## src/rtl/trap_controller_pkg.sv

```systemverilog
// Shared definitions for the trap controller: FSM state encoding, event kind,
// interrupt cause codes and the default flush hold length.
package trap_controller_pkg;

  typedef enum logic [1:0] {
    ST_IDLE     = 2'd0,
    ST_DRAIN    = 2'd1,
    ST_COMMIT   = 2'd2,
    ST_REDIRECT = 2'd3
  } state_t;

  typedef enum logic {
    KIND_TRAP = 1'b0,
    KIND_MRET = 1'b1
  } kind_t;

  localparam logic [3:0] CAUSE_EIP = 4'd11;
  localparam logic [3:0] CAUSE_SIP = 4'd3;
  localparam logic [3:0] CAUSE_TIP = 4'd7;

  localparam int unsigned FLUSH_CYCLES_DEFAULT = 3;

endpackage

```

## src/rtl/trap_controller_priority.sv

```systemverilog
// trap_priority: combinational event selection for the trap controller.
// Ports:
//   exception_valid/exception_cause : writeback fault and its cause
//   mret_valid                      : writeback holds mret
//   retire_valid                    : an instruction retired this cycle
//   eip/sip/tip                     : pending+enabled interrupt lines
//   accept                          : some event is taken this cycle
//   kind                            : trap or mret
//   cause/interupt                  : cause code and interrupt flag for traps
module trap_priority
  import trap_controller_pkg::*;
(
  input  logic       exception_valid,
  input  logic [3:0] exception_cause,
  input  logic       mret_valid,
  input  logic       retire_valid,
  input  logic       eip,
  input  logic       sip,
  input  logic       tip,
  output logic       accept,
  output kind_t      kind,
  output logic [3:0] cause,
  output logic       interupt
);

  // Interrupts are taken only on a clean retirement so the resume PC is known.
  logic int_ok;
  assign int_ok = retire_valid & ~exception_valid;

  always_comb begin
    accept   = 1'b0;
    kind     = KIND_TRAP;
    cause    = 4'd0;
    interupt = 1'b0;
    if (exception_valid) begin
      accept = 1'b1;
      cause  = exception_cause;
    end else if (mret_valid) begin
      accept = 1'b1;
      kind   = KIND_MRET;
    end else if (int_ok && eip) begin
      accept   = 1'b1;
      cause    = CAUSE_EIP;
      interupt = 1'b1;
    end else if (int_ok && sip) begin
      accept   = 1'b1;
      cause    = CAUSE_SIP;
      interupt = 1'b1;
    end else if (int_ok && tip) begin
      accept   = 1'b1;
      cause    = CAUSE_TIP;
      interupt = 1'b1;
    end
  end

endmodule

```

## src/rtl/trap_controller.sv

```systemverilog
// trap_controller: sequences trap entry and mret by flushing the pipeline,
// pulsing the csr, then redirecting fetch.
// Ports:
//   clk, reset_n (sync, active-low)
//   exception_*/mret_valid/retire_*/eip/tip/sip : writeback events
//   flush_done      : pipeline empty report
//   flush           : squash/stall, high throughout DRAIN
//   traped/mret     : one-cycle csr pulses in COMMIT
//   ecp/trap_cause/interupt : latched trap info, held until next acceptance
//   redirect_valid/redirect_sel : one-cycle fetch redirect (1 = mret_vector)
//
// state    | meaning
// IDLE     | waiting for an event; only state that samples events
// DRAIN    | flush held; leaves once hold counter is 0 and flush_done=1
// COMMIT   | one-cycle traped or mret pulse
// REDIRECT | one-cycle fetch redirect
module trap_controller
  import trap_controller_pkg::*;
#(
  parameter int unsigned FLUSH_CYCLES = FLUSH_CYCLES_DEFAULT
) (
  input  logic        clk,
  input  logic        reset_n,
  input  logic        exception_valid,
  input  logic [3:0]  exception_cause,
  input  logic [31:0] exception_pc,
  input  logic        mret_valid,
  input  logic        retire_valid,
  input  logic [31:0] retire_next_pc,
  input  logic        eip,
  input  logic        tip,
  input  logic        sip,
  input  logic        flush_done,
  output logic        flush,
  output logic        traped,
  output logic        mret,
  output logic [31:0] ecp,
  output logic [3:0]  trap_cause,
  output logic        interupt,
  output logic        redirect_valid,
  output logic        redirect_sel
);

  localparam logic [3:0] HOLD_LOAD = 4'(FLUSH_CYCLES - 1);

  state_t     state, state_nxt;
  logic [3:0] cnt, cnt_nxt;
  kind_t      kind;

  logic       acc;
  kind_t      acc_kind;
  logic [3:0] acc_cause;
  logic       acc_int;

  trap_priority u_priority (
    .exception_valid (exception_valid),
    .exception_cause (exception_cause),
    .mret_valid      (mret_valid),
    .retire_valid    (retire_valid),
    .eip             (eip),
    .sip             (sip),
    .tip             (tip),
    .accept          (acc),
    .kind            (acc_kind),
    .cause           (acc_cause),
    .interupt        (acc_int)
  );

  logic take;
  assign take = (state == ST_IDLE) && acc;

  always_ff @(posedge clk) begin
    if (!reset_n) begin
      state      <= ST_IDLE;
      cnt        <= 4'd0;
      kind       <= KIND_TRAP;
      ecp        <= 32'd0;
      trap_cause <= 4'd0;
      interupt   <= 1'b0;
    end else begin
      state <= state_nxt;
      cnt   <= cnt_nxt;
      if (take) begin
        kind <= acc_kind;
        // mret keeps the previously latched trap info
        if (acc_kind == KIND_TRAP) begin
          ecp        <= acc_int ? retire_next_pc : exception_pc;
          trap_cause <= acc_cause;
          interupt   <= acc_int;
        end
      end
    end
  end

  always_comb begin
    state_nxt      = state;
    cnt_nxt        = cnt;
    flush          = 1'b0;
    traped         = 1'b0;
    mret           = 1'b0;
    redirect_valid = 1'b0;
    redirect_sel   = 1'b0;
    case (state)
      ST_IDLE: begin
        if (acc) begin
          state_nxt = ST_DRAIN;
          cnt_nxt   = HOLD_LOAD;
        end
      end
      ST_DRAIN: begin
        flush = 1'b1;
        if (cnt == 4'd0) begin
          if (flush_done) state_nxt = ST_COMMIT;
        end else begin
          cnt_nxt = cnt - 4'd1;
        end
      end
      ST_COMMIT: begin
        traped    = (kind == KIND_TRAP);
        mret      = (kind == KIND_MRET);
        state_nxt = ST_REDIRECT;
      end
      ST_REDIRECT: begin
        redirect_valid = 1'b1;
        redirect_sel   = (kind == KIND_MRET);
        state_nxt      = ST_IDLE;
      end
      default: state_nxt = ST_IDLE;
    endcase
  end

endmodule

```

## config.mk

```make
export PLATFORM = sky130hd
export DESIGN_NAME = trap_controller
export DESIGN_NICKNAME = d
export VERILOG_FILES = /design/src/rtl/trap_controller_pkg.sv /design/src/rtl/trap_controller_priority.sv /design/src/rtl/trap_controller.sv
export SDC_FILE = /design/constraint.sdc
export NUM_CORES = 1
export LEC_CHECK = 0
export ABC_CLOCK_PERIOD_IN_PS = 2650
export CAP_MARGIN = 0
export CORE_MARGIN = 4
export CORE_UTILIZATION = 30
export CTS_CLUSTER_SIZE = 28
export DETAILED_ROUTE_END_ITERATION = 12
export PLACE_DENSITY = 0.68
export SLEW_MARGIN = 20
export SYNTH_ARGS = -nofsm -noshare
export SYNTH_HDL_FRONTEND = slang
export SYNTH_SLANG_ARGS = --single-unit
```

## constraint.sdc

```tcl
create_clock -name clk -period 2.65 [get_ports clk]
set_input_delay 0.265 -clock clk [delete_from_list [all_inputs] [get_ports clk]]
set_output_delay 0.265 -clock clk [all_outputs]
set_load 0.05 [all_outputs]
```

Yosys cells after proc, flatten, opt, wreduce, memory -nomap -nowiden
Index checks and enable logic that the tools add are counted.

cells by class
  $add $sub $neg = 1
  multiply operators = 0
  div/mod/pow operators = 0
  magnitude comparators = 0
  equality and inequality tests = 7
  shifts and indexed selects = 0
  multiplexer cells = 27
  bitwise gates (word level) = 4
  reductions and logical operators = 10

operator list
  kind                                              number
  two-way mux 32 bit                                1
  two-way mux 4 bit                                 6
  two-way mux 1 bit                                 14
  != test 2 bit, second input constant              4
  case mux 2 bit (4 select lines)                   1
  case mux 4 bit (2 select lines)                   1
  two-way mux 2 bit                                 3
  AND reduction 3 bit                               2
  == test 2 bit, second input constant              2
  logical AND 1 bit                                 4
  zero test 4 bit                                   1
  subtractor 4 x 1 -> 4 bit, second input constant  1
  two-way mux 3 bit                                 1
  inverter 1 bit                                    3
  == test 2 x 1 -> 1 bit, second input constant     1
  zero test 2 bit                                   1
  AND reduction 2 bit                               1
  nonzero test 2 bit                                1
  AND 1 bit                                         1

storage, ports and cells
  flip-flop bits (word level) = 44
  latch bits = 0
  RAM bits = 0
  ROM bits = 0
  bits of input ports = 77
  output and inout port bits = 42
  logic and storage cells = 55
  memories kept = 0

Logic depth before layout (Yosys ltp)
Gate-level depths: netlist of the first run.

  word-level depth = 10
  mapped depth = 8
  depth with buffers taken out = 6

By module
Synthesis of the first run repeated with hierarchy kept, for this count alone.

unflattened totals
  cell total of the unflattened synthesis = 232
  area, all modules = 2252.2 um^2

by module, submodules not included
  module           times used  cells an instance  area each (um^2)  seq. area each (um^2)
  trap_controller  1           214                2157.1            880.8
  trap_priority    1           18                 95.1              0.0

Worst setup path before layout of the first run
No wires, ideal clock.

  path kind = register to register
  from = register state[1]
  to = register cnt[3]
  setup time = 0.091 ns
  data arrival time = 1.608 ns
  required time = 2.559 ns
  slack = 0.951 ns
  cell stages (with the launch flop) = 6
  clock period less this slack = 1.699 ns
  cell sequence = dfxtp_1 inv_1 ha_1 clkbuf_1 a41oi_1 a311oi_1

between the ends
  cells in the longest elaborated chain, start to end = 3
  elaborated cells on any way between the ends = 7

RTL lines
  what                                                           line                    RTL
  start: declaration                                             trap_controller.sv:46   state_t state, state_nxt;
  start signal: assignment                                       trap_controller.sv:81   state <= state_nxt;
  == test 2 x 1 -> 1 bit or zero test 2 bit (tied branches)      trap_controller.sv:103  case (state)
  != test 2 bit (no line) or nonzero test 2 bit (tied branches)  n/a
  AND reduction 3 bit (no line)                                  n/a
  end signal: assignment                                         trap_controller.sv:82   cnt <= cnt_nxt;
  end: declaration                                               trap_controller.sv:47   logic [3:0] cnt, cnt_nxt;

Parallel ways exist; a longest one is shown, timed or not.
A chain may end at the register's enable or synchronous reset.

Final worst setup path of the first run
  from = register state[1]
  to = output flush

between the ends
  cells in the longest elaborated chain, start to end = 2

RTL lines
  what                    line                    RTL
  == test 2 x 1 -> 1 bit  trap_controller.sv:103
  two-way mux 1 bit       trap_controller.sv:103
  end: declaration        trap_controller.sv:34   output logic flush,

Every way passes these cells.

==> impl_metrics.csv, run 1 <==
group,metric,value,unit
worst_setup_path,worst_setup_path_startpoint,"state[1]",
power_and_ir_drop,leakage,0.00131,uW
final_layout,filler_cell_count,680,
power_and_ir_drop,pwr-share-clk,0.154,
worst_setup_path,cp_max_fo,12,
detailed_routing,per_cell_routed_wire_length,14.0,um
min_path,hold_path.class,"reg2reg",
power_and_ir_drop,cellPowerDensity,959,nW/um^2
global_routing,gr-total-overflow,0,
final_layout,syn_to_final_growth,64.2,%
placed_design,detailed_place_hpwl,4.81,mm
floorplan,coreArea,6790,sq um
worst_setup_path,criticalPathCategory,"reg2out",
sta,timing.clock.skew,6.12,ps
clocking,cts.reportedPaths.clkPinSlew,80,ps
clocking,worstSkewPairLatency,290,ps
detailed_routing,ant_nets,0,
power_and_ir_drop,report.power.total,3300,uW
power_and_ir_drop,pwr-share-comb,0.553,
clocking,cts_tree,"done",
power_and_ir_drop,ir_worst_vdd,0.000351,V
global_routing,global_route.usage.met2,0.262,
synthesis,synth_seq_area_share,0.421,
clocking,h_tree_depth,2,
final_layout,final_nets,454,
floorplan,io_pins,119,
synthesis,yosys_warnings,0,
synthesis,cells_after_synth,263,
worst_setup_path,r2r_end,"trap_cause[2]",
final_layout,finalInstanceArea,3440,sq um
synthesis,syn_area_per_cell,7.96,sq um
min_path,hold_depth,2,
global_routing,grt_pass1_vias,2259,
final_layout,diodes,0,
clocking,postCtsResizedCells,0,
power_and_ir_drop,total_switching_power,1500,uW
worst_setup_path,worst-r2r-setup-slack,700,ps
synthesis,postSynth.asyncResetShare,0,
detailed_routing,wirelength,6.55,mm
run_status,status,"finished clean",
sta,max_transition_viols_final,0,
worst_setup_path,crit_required,2380,ps
sta,relSlewSlack,0.576,
worst_setup_path,critical_path.reg2reg.startpoint,"state[0]",
global_routing,met1_usage,0.176,
detailed_routing,drt-pass1-iter-count,4,
final_layout,final_layout_size_suffix_gt1_frac,0.0536,
sta,final_period_minus_worst_setup_slack,2310,ps
sta,timing_worst_slew_pin_value,635,ps
clocking,cts_max_path_buffers,2,
detailed_routing,drt-initial-drc-count,82,
global_routing,grt_util_all_layers,0.154,
sta,setup_viol,0,
floorplan,dieArea,8380,sq um
min_path,hold_start,"interupt",
floorplan,initial_core_util,0.308,
clocking,postCtsSetupRepairBufs,0,
synthesis,yosys_register_bits,44,
run,number_of_violations_of_the_max_capacitance_limit,0,
floorplan,die_width,91.5,um
worst_setup_path,critPathCaptureType,"primary output",
worst_setup_path,worst_ep_arrival_time,2050,ps
synthesis,synthesis.nets,345,
synthesis,netlist-cell-type-count,41,
placed_design,gp_congestion,0.792,
placed_design,port-buffer-count,118,
detailed_routing,routed_via_density,4.77,
floorplan,die-height,91.5,um
sta,timing.setup.tns,0,ps
global_routing,number_of_antenna_violations_at_the_first_check_in_global_routing,0,
detailed_routing,drt_drc_violations_left,0,
sta,achievable-frequency,0.433,GHz
sta,hold_viol,0,
sta,grt_setup_unrepaired,"no",
detailed_routing,detailroute.via_count,2239,
worst_setup_path,worst_r2r_path_cells,7,
global_routing,grt_max_degree,72,
clocking,cts_hold_repair.buffers,0,
final_layout,stdcell_count,469,
worst_setup_path,setup.worst_path.start_class,"register",
synthesis,post_synth_instance_area,2090,sq um
power_and_ir_drop,sw_frac_of_total,0.455,
global_routing,grt_first_pass_wirelength,10.5,mm
clocking,cts_num_sinks,44,
synthesis,synth-edff-count,0,
power_and_ir_drop,share_seq_of_total_power,0.293,
synthesis,yosys_most_used_dff,"sky130_fd_sc_hd__dfxtp_1",
clocking,clock-root-buffer,"sky130_fd_sc_hd__clkbuf_8",
floorplan,num_rows,30,
sta,hold_ws,484,ps
min_path,min_delay_worst_endpoint,"interupt",
sta,post-route-period-util,0.872,
global_routing,met3_capacity_usage_during_global_routing,0.0597,
power_and_ir_drop,internal_power,1800,uW
placed_design,placed_cells,461,
global_routing,gr-max-usage-layer,"met2",
placed_design,placed_cell_area,3330,sq um
clocking,cts_buffers,5,
==> registers in the layout (all words and copies together), names as in the netlist <==
name / cells
ecp: 32
cnt: 4
trap_cause: 4
state: 2
interupt: 1
kind: 1
==> through the flow <==
| stage | util | worst slack (ps) |
|---|---|---|
| 6_report | 0.506 | 338 |
| 3_5_place_dp | 0.490 | 525 |
| 2_1_floorplan | - | 951 |
| 3_3_place_gp | 0.490 | 575 |
| 4_1_cts | 0.506 | 332 |
| 5_1_grt | 0.506 | 252 |
==> area by class of cell <==
class	count	area [sq um]	area share
timing repair buffer	123	1230	0.358
multi-input combinational	191	1070	0.312
sequential	44	881	0.256
tap	96	120	0.0349
clock buffer	6	72.6	0.0211
clock inverter	2	35.0	0.0102
inverter	7	26.3	0.00764
==> placed cells by master (no fill, tap or decap), drive strengths merged <==
cell | netlist | final
a211oi | 1 | 1
a21o | 1 | 1
a21oi | 4 | 4
a221oi | 1 | 1
a311oi | 3 | 3
a31o | 1 | 1
a31oi | 32 | 32
a32oi | 1 | 1
a41oi | 1 | 1
and2 | 2 | 2
and3 | 2 | 2
buf | 13 | 5
bufinv | 0 | 1
clkbuf | 8 | 6
clkdlybuf4s50 | 0 | 118
clkinv | 0 | 1
dfxtp | 44 | 44
ha | 5 | 5
inv | 7 | 7
mux2i | 1 | 1
nand2 | 71 | 71
nand2b | 1 | 1
nand3 | 4 | 4
nand3b | 3 | 3
nand4 | 2 | 2
nand4b | 1 | 1
nor2 | 6 | 6
nor2b | 2 | 2
nor3 | 2 | 2
o211a | 1 | 1
o21ai | 37 | 37
o221a | 2 | 2
o22ai | 1 | 1
o31ai | 1 | 1
or3 | 1 | 1
or3b | 1 | 1
==> critical path, stage by stage, from the launching register on <==
cell and delay [ps]:
sky130_fd_sc_hd__dfxtp_1 350, sky130_fd_sc_hd__inv_1 80, sky130_fd_sc_hd__ha_1 430, sky130_fd_sc_hd__clkdlybuf4s50_1 890
==> power by group through the flow <==
stage          Combinational [uW]  Sequential [uW]  Clock (uW)
2_1_floorplan                 712             1510           0
3_3_place_gp                 1800              976           0
3_5_place_dp                 1830              980           0
4_1_cts                      1830              968         523
5_1_grt                      1960              993         552
6_report                     1820              967         506
==> synthesized netlist by cell type, types with 3 or more instances <==
cell type | instances | area, sq um
sky130_fd_sc_hd__o21ai_1 | 31 | 155
sky130_fd_sc_hd__buf_6 | 4 | 45.0
sky130_fd_sc_hd__a311oi_1 | 3 | 26.3
sky130_fd_sc_hd__a31oi_1 | 32 | 200
sky130_fd_sc_hd__nand2_1 | 70 | 263
sky130_fd_sc_hd__nor2_1 | 5 | 18.8
sky130_fd_sc_hd__dfxtp_1 | 44 | 881
sky130_fd_sc_hd__ha_1 | 5 | 62.6
sky130_fd_sc_hd__inv_1 | 7 | 26.3
sky130_fd_sc_hd__nand3b_1 | 3 | 22.5
sky130_fd_sc_hd__clkbuf_1 | 8 | 30.0
sky130_fd_sc_hd__a21oi_1 | 4 | 20.0
sky130_fd_sc_hd__o21ai_0 | 4 | 20.0
sky130_fd_sc_hd__buf_2 | 8 | 40.0
==> metal layers <==
| metal | share of wire | up-vias |
|---|---|---|
| li1 | - | 1153 |
| met2 | 0.49 | 68 |
| met4 | 0.011 | 0 |
| met3 | 0.085 | 6 |
| met5 | 0 | - |
| met1 | 0.41 | 1012 |
==> how the worst max path moves through the flow <==
stage	endpoint	slack [ps]	cells past startpoint
floorplan	cnt[3]	950	5
global placement	ecp[28]	580	5
detailed placement	ecp[13]	530	5
CTS	flush	330	3
global route	flush	250	3
finish	flush	340	3
==> kinds of logic after synthesis <==
logic type	Yosys count	share of synthesized area
buffers and inverters	28	0.0711
adders and majority gates	5	0.0299
and+or+nand+nor	98	0.211
DFF	44	0.421
muxes	1	0.00478
AOI/OAI and AO/OA	87	0.262
No activity file was read; power rests on OpenSTA's default activity.
==> inputs of run 2 (changes only) <==
- SETUP_SLACK_MARGIN: default -> 0.2
==> results of run 2 <==
The final DEF is identical to that of run 1; final timing and power are the same.
==> inputs of run 3 (changes only) <==
- CORE_MARGIN: 4 -> default
- TNS_END_PERCENT: default -> 20
==> run 3 against run 2 <==
  * Sequential share of layout area stayed put
  * First-iteration DRC count is 49% higher
  * Combinational power hardly changed
  * Clock skew is 2.8 ps lower
  * Register-to-register slack worse by 70 ps
  * Clock power hardly changed
  * Die area is 13% lower
  * Cell area stayed put
  * Flip-flop and latch count stayed put
  * Total power is 0.16% higher
  * Critical path type unchanged
  * Largest cell class unchanged
==> impl_metrics.csv, run 3 (synthesis results as in run 1) <==
group,metric,value,unit
clocking,h_tree_depth,2,
floorplan,die-height,85.5,um
worst_setup_path,crit_required,2380,ps
global_routing,met1_usage,0.207,
clocking,cts_hold_repair.buffers,0,
power_and_ir_drop,cellPowerDensity,960,nW/um^2
floorplan,num_rows,30,
sta,timing.setup.tns,0,ps
worst_setup_path,worst_r2r_path_cells,7,
placed_design,port-buffer-count,118,
worst_setup_path,cpMaxStageDelayCell,"sky130_fd_sc_hd__clkdlybuf4s50_1",
final_layout,layout.cells.most_common,"sky130_fd_sc_hd__clkdlybuf4s50_1",
global_routing,grt_max_degree,35,
worst_setup_path,path_cells,"inv_1 -> ha_1 -> clkdlybuf4s50_1",
floorplan,initial_core_util,0.310,
floorplan,io_pins,119,
clocking,postCtsResizedCells,0,
worst_setup_path,cp_top_family,"buffers and inverters",
detailed_routing,ant_nets,0,
sta,final_period_minus_worst_setup_slack,2300,ps
detailed_routing,detailroute.via_count,2237,
sta,achievable-frequency,0.436,GHz
power_and_ir_drop,leakage,0.00132,uW
final_layout,reg.largest.list,"ecp x32, cnt x4, trap_cause x4",
clocking,cts_num_sinks,44,
power_and_ir_drop,report.power.total,3300,uW
placed_design,gp_congestion,0.816,
global_routing,grt_pass1_vias,2092,
sta,hold_viol,0,
final_layout,final_layout_size_suffix_gt1_frac,0.0561,
final_layout,final_nets,455,
placed_design,detailed_place_hpwl,4.39,mm
worst_setup_path,setup.worst_path.start_class,"register",
global_routing,global_route.usage.met2,0.287,
detailed_routing,drt-initial-drc-count,122,
worst_setup_path,path_buf_inv,2,
detailed_routing,routed_via_density,4.93,
sta,grt_setup_unrepaired,"no",
worst_setup_path,criticalPathCategory,"reg2out",
detailed_routing,drt_drc_violations_left,0,
sta,timing.clock.skew,3.34,ps
sta,timing_worst_slew_pin_value,541,ps
clocking,cts.reportedPaths.clkPinSlew,80,ps
run,number_of_violations_of_the_max_capacitance_limit,0,
final_layout,regMostFlops,"ecp",
clocking,cts_max_path_buffers,2,
power_and_ir_drop,ir_worst_vdd,0.000425,V
clocking,cts_tree,"done",
sta,max_transition_viols_final,0,
clocking,clock-root-buffer,"sky130_fd_sc_hd__clkbuf_8",
worst_setup_path,worst_ep_arrival_time,2030,ps
clocking,postCtsSetupRepairBufs,0,
global_routing,number_of_antenna_violations_at_the_first_check_in_global_routing,0,
final_layout,filler_cell_count,671,
final_layout,syn_to_final_growth,64.2,%
final_layout,layout.cells.most_common_list,"sky130_fd_sc_hd__clkdlybuf4s50_1, sky130_fd_sc_hd__nand2_1, sky130_fd_sc_hd__dfxtp_1",
clocking,cts_buffers,5,
floorplan,die_width,85.5,um
final_layout,diodes,0,
worst_setup_path,cp_max_fo,12,
final_layout,largest_register_ff_count,32,
detailed_routing,per_cell_routed_wire_length,13.5,um
min_path,hold_path.class,"reg2reg",
worst_setup_path,cp_num_cells,3,
run_status,status,"finished clean",
worst_setup_path,slowest_delay,890,ps
global_routing,grt_first_pass_wirelength,9.85,mm
floorplan,coreArea,6760,sq um
sta,post-route-period-util,0.866,
sta,setup_viol,0,
min_path,hold_depth,2,
clocking,worstSkewPairLatency,290,ps
detailed_routing,wirelength,6.15,mm
sta,relSlewSlack,0.638,
global_routing,gr-total-overflow,0,
global_routing,met3_capacity_usage_during_global_routing,0.0491,
global_routing,grt_util_all_layers,0.167,
detailed_routing,drt-pass1-iter-count,4,
global_routing,gr-max-usage-layer,"met2",
floorplan,dieArea,7320,sq um
worst_setup_path,critPathCaptureType,"primary output",
==> run 3: area by class of cell <==
class | instances | area [sq um] | share of cell area
Multi-Input combinational cell | 191 | 1070 | 0.312
Sequential cell | 44 | 881 | 0.256
Timing Repair Buffer | 124 | 1250 | 0.364
Tap cell | 80 | 100 | 0.0291
Clock inverter | 2 | 35.0 | 0.0102
Clock buffer | 6 | 72.6 | 0.0211
Inverter | 7 | 26.3 | 0.00764
==> run 3: stage by stage <==
stage | cells | instance area, sq um | setup slack, ps | hold WS (ps) | utilization
2_1_floorplan | 263 | 2090 | 951 | 418 | -
3_3_place_gp | 446 | 3330 | 615 | 474 | 0.493
3_5_place_dp | 446 | 3330 | 600 | 477 | 0.493
4_1_cts | 454 | 3440 | 331 | 500 | 0.509
5_1_grt | 454 | 3440 | 254 | 529 | 0.509
6_report | 454 | 3440 | 354 | 492 | 0.509
==> run 3: report_power, final <==
part,switching (uW),internal (uW),total [uW]
Sequential,110,857,966
Clock,226,280,506
Combinational,1160,668,1830
Total,1500,1810,3300
==> run 3: worst register-to-register path, cell delays in order, from the launching register on <==
cell and delay, ps:
sky130_fd_sc_hd__dfxtp_1 330, sky130_fd_sc_hd__inv_1 110, sky130_fd_sc_hd__ha_1 380, sky130_fd_sc_hd__nand3b_1 180
sky130_fd_sc_hd__o21ai_4 340, sky130_fd_sc_hd__buf_4 350, sky130_fd_sc_hd__o21ai_1 90, sky130_fd_sc_hd__a31oi_1 170
==> run 3: path summary, 6_finish.rpt <==
kind	start	end	slack [ps]
max reg2reg	state[0]	ecp[8]	630
min	interupt	interupt	490
min reg2reg	interupt	interupt	490
max	state[1]	flush	350
==> run 3: metal layers <==
layer  wire length, um  vias up
li1                  -     1153
met1              2830     1009
met2              2870       73
met3               425        2
met4                22        0
met5                 0        -
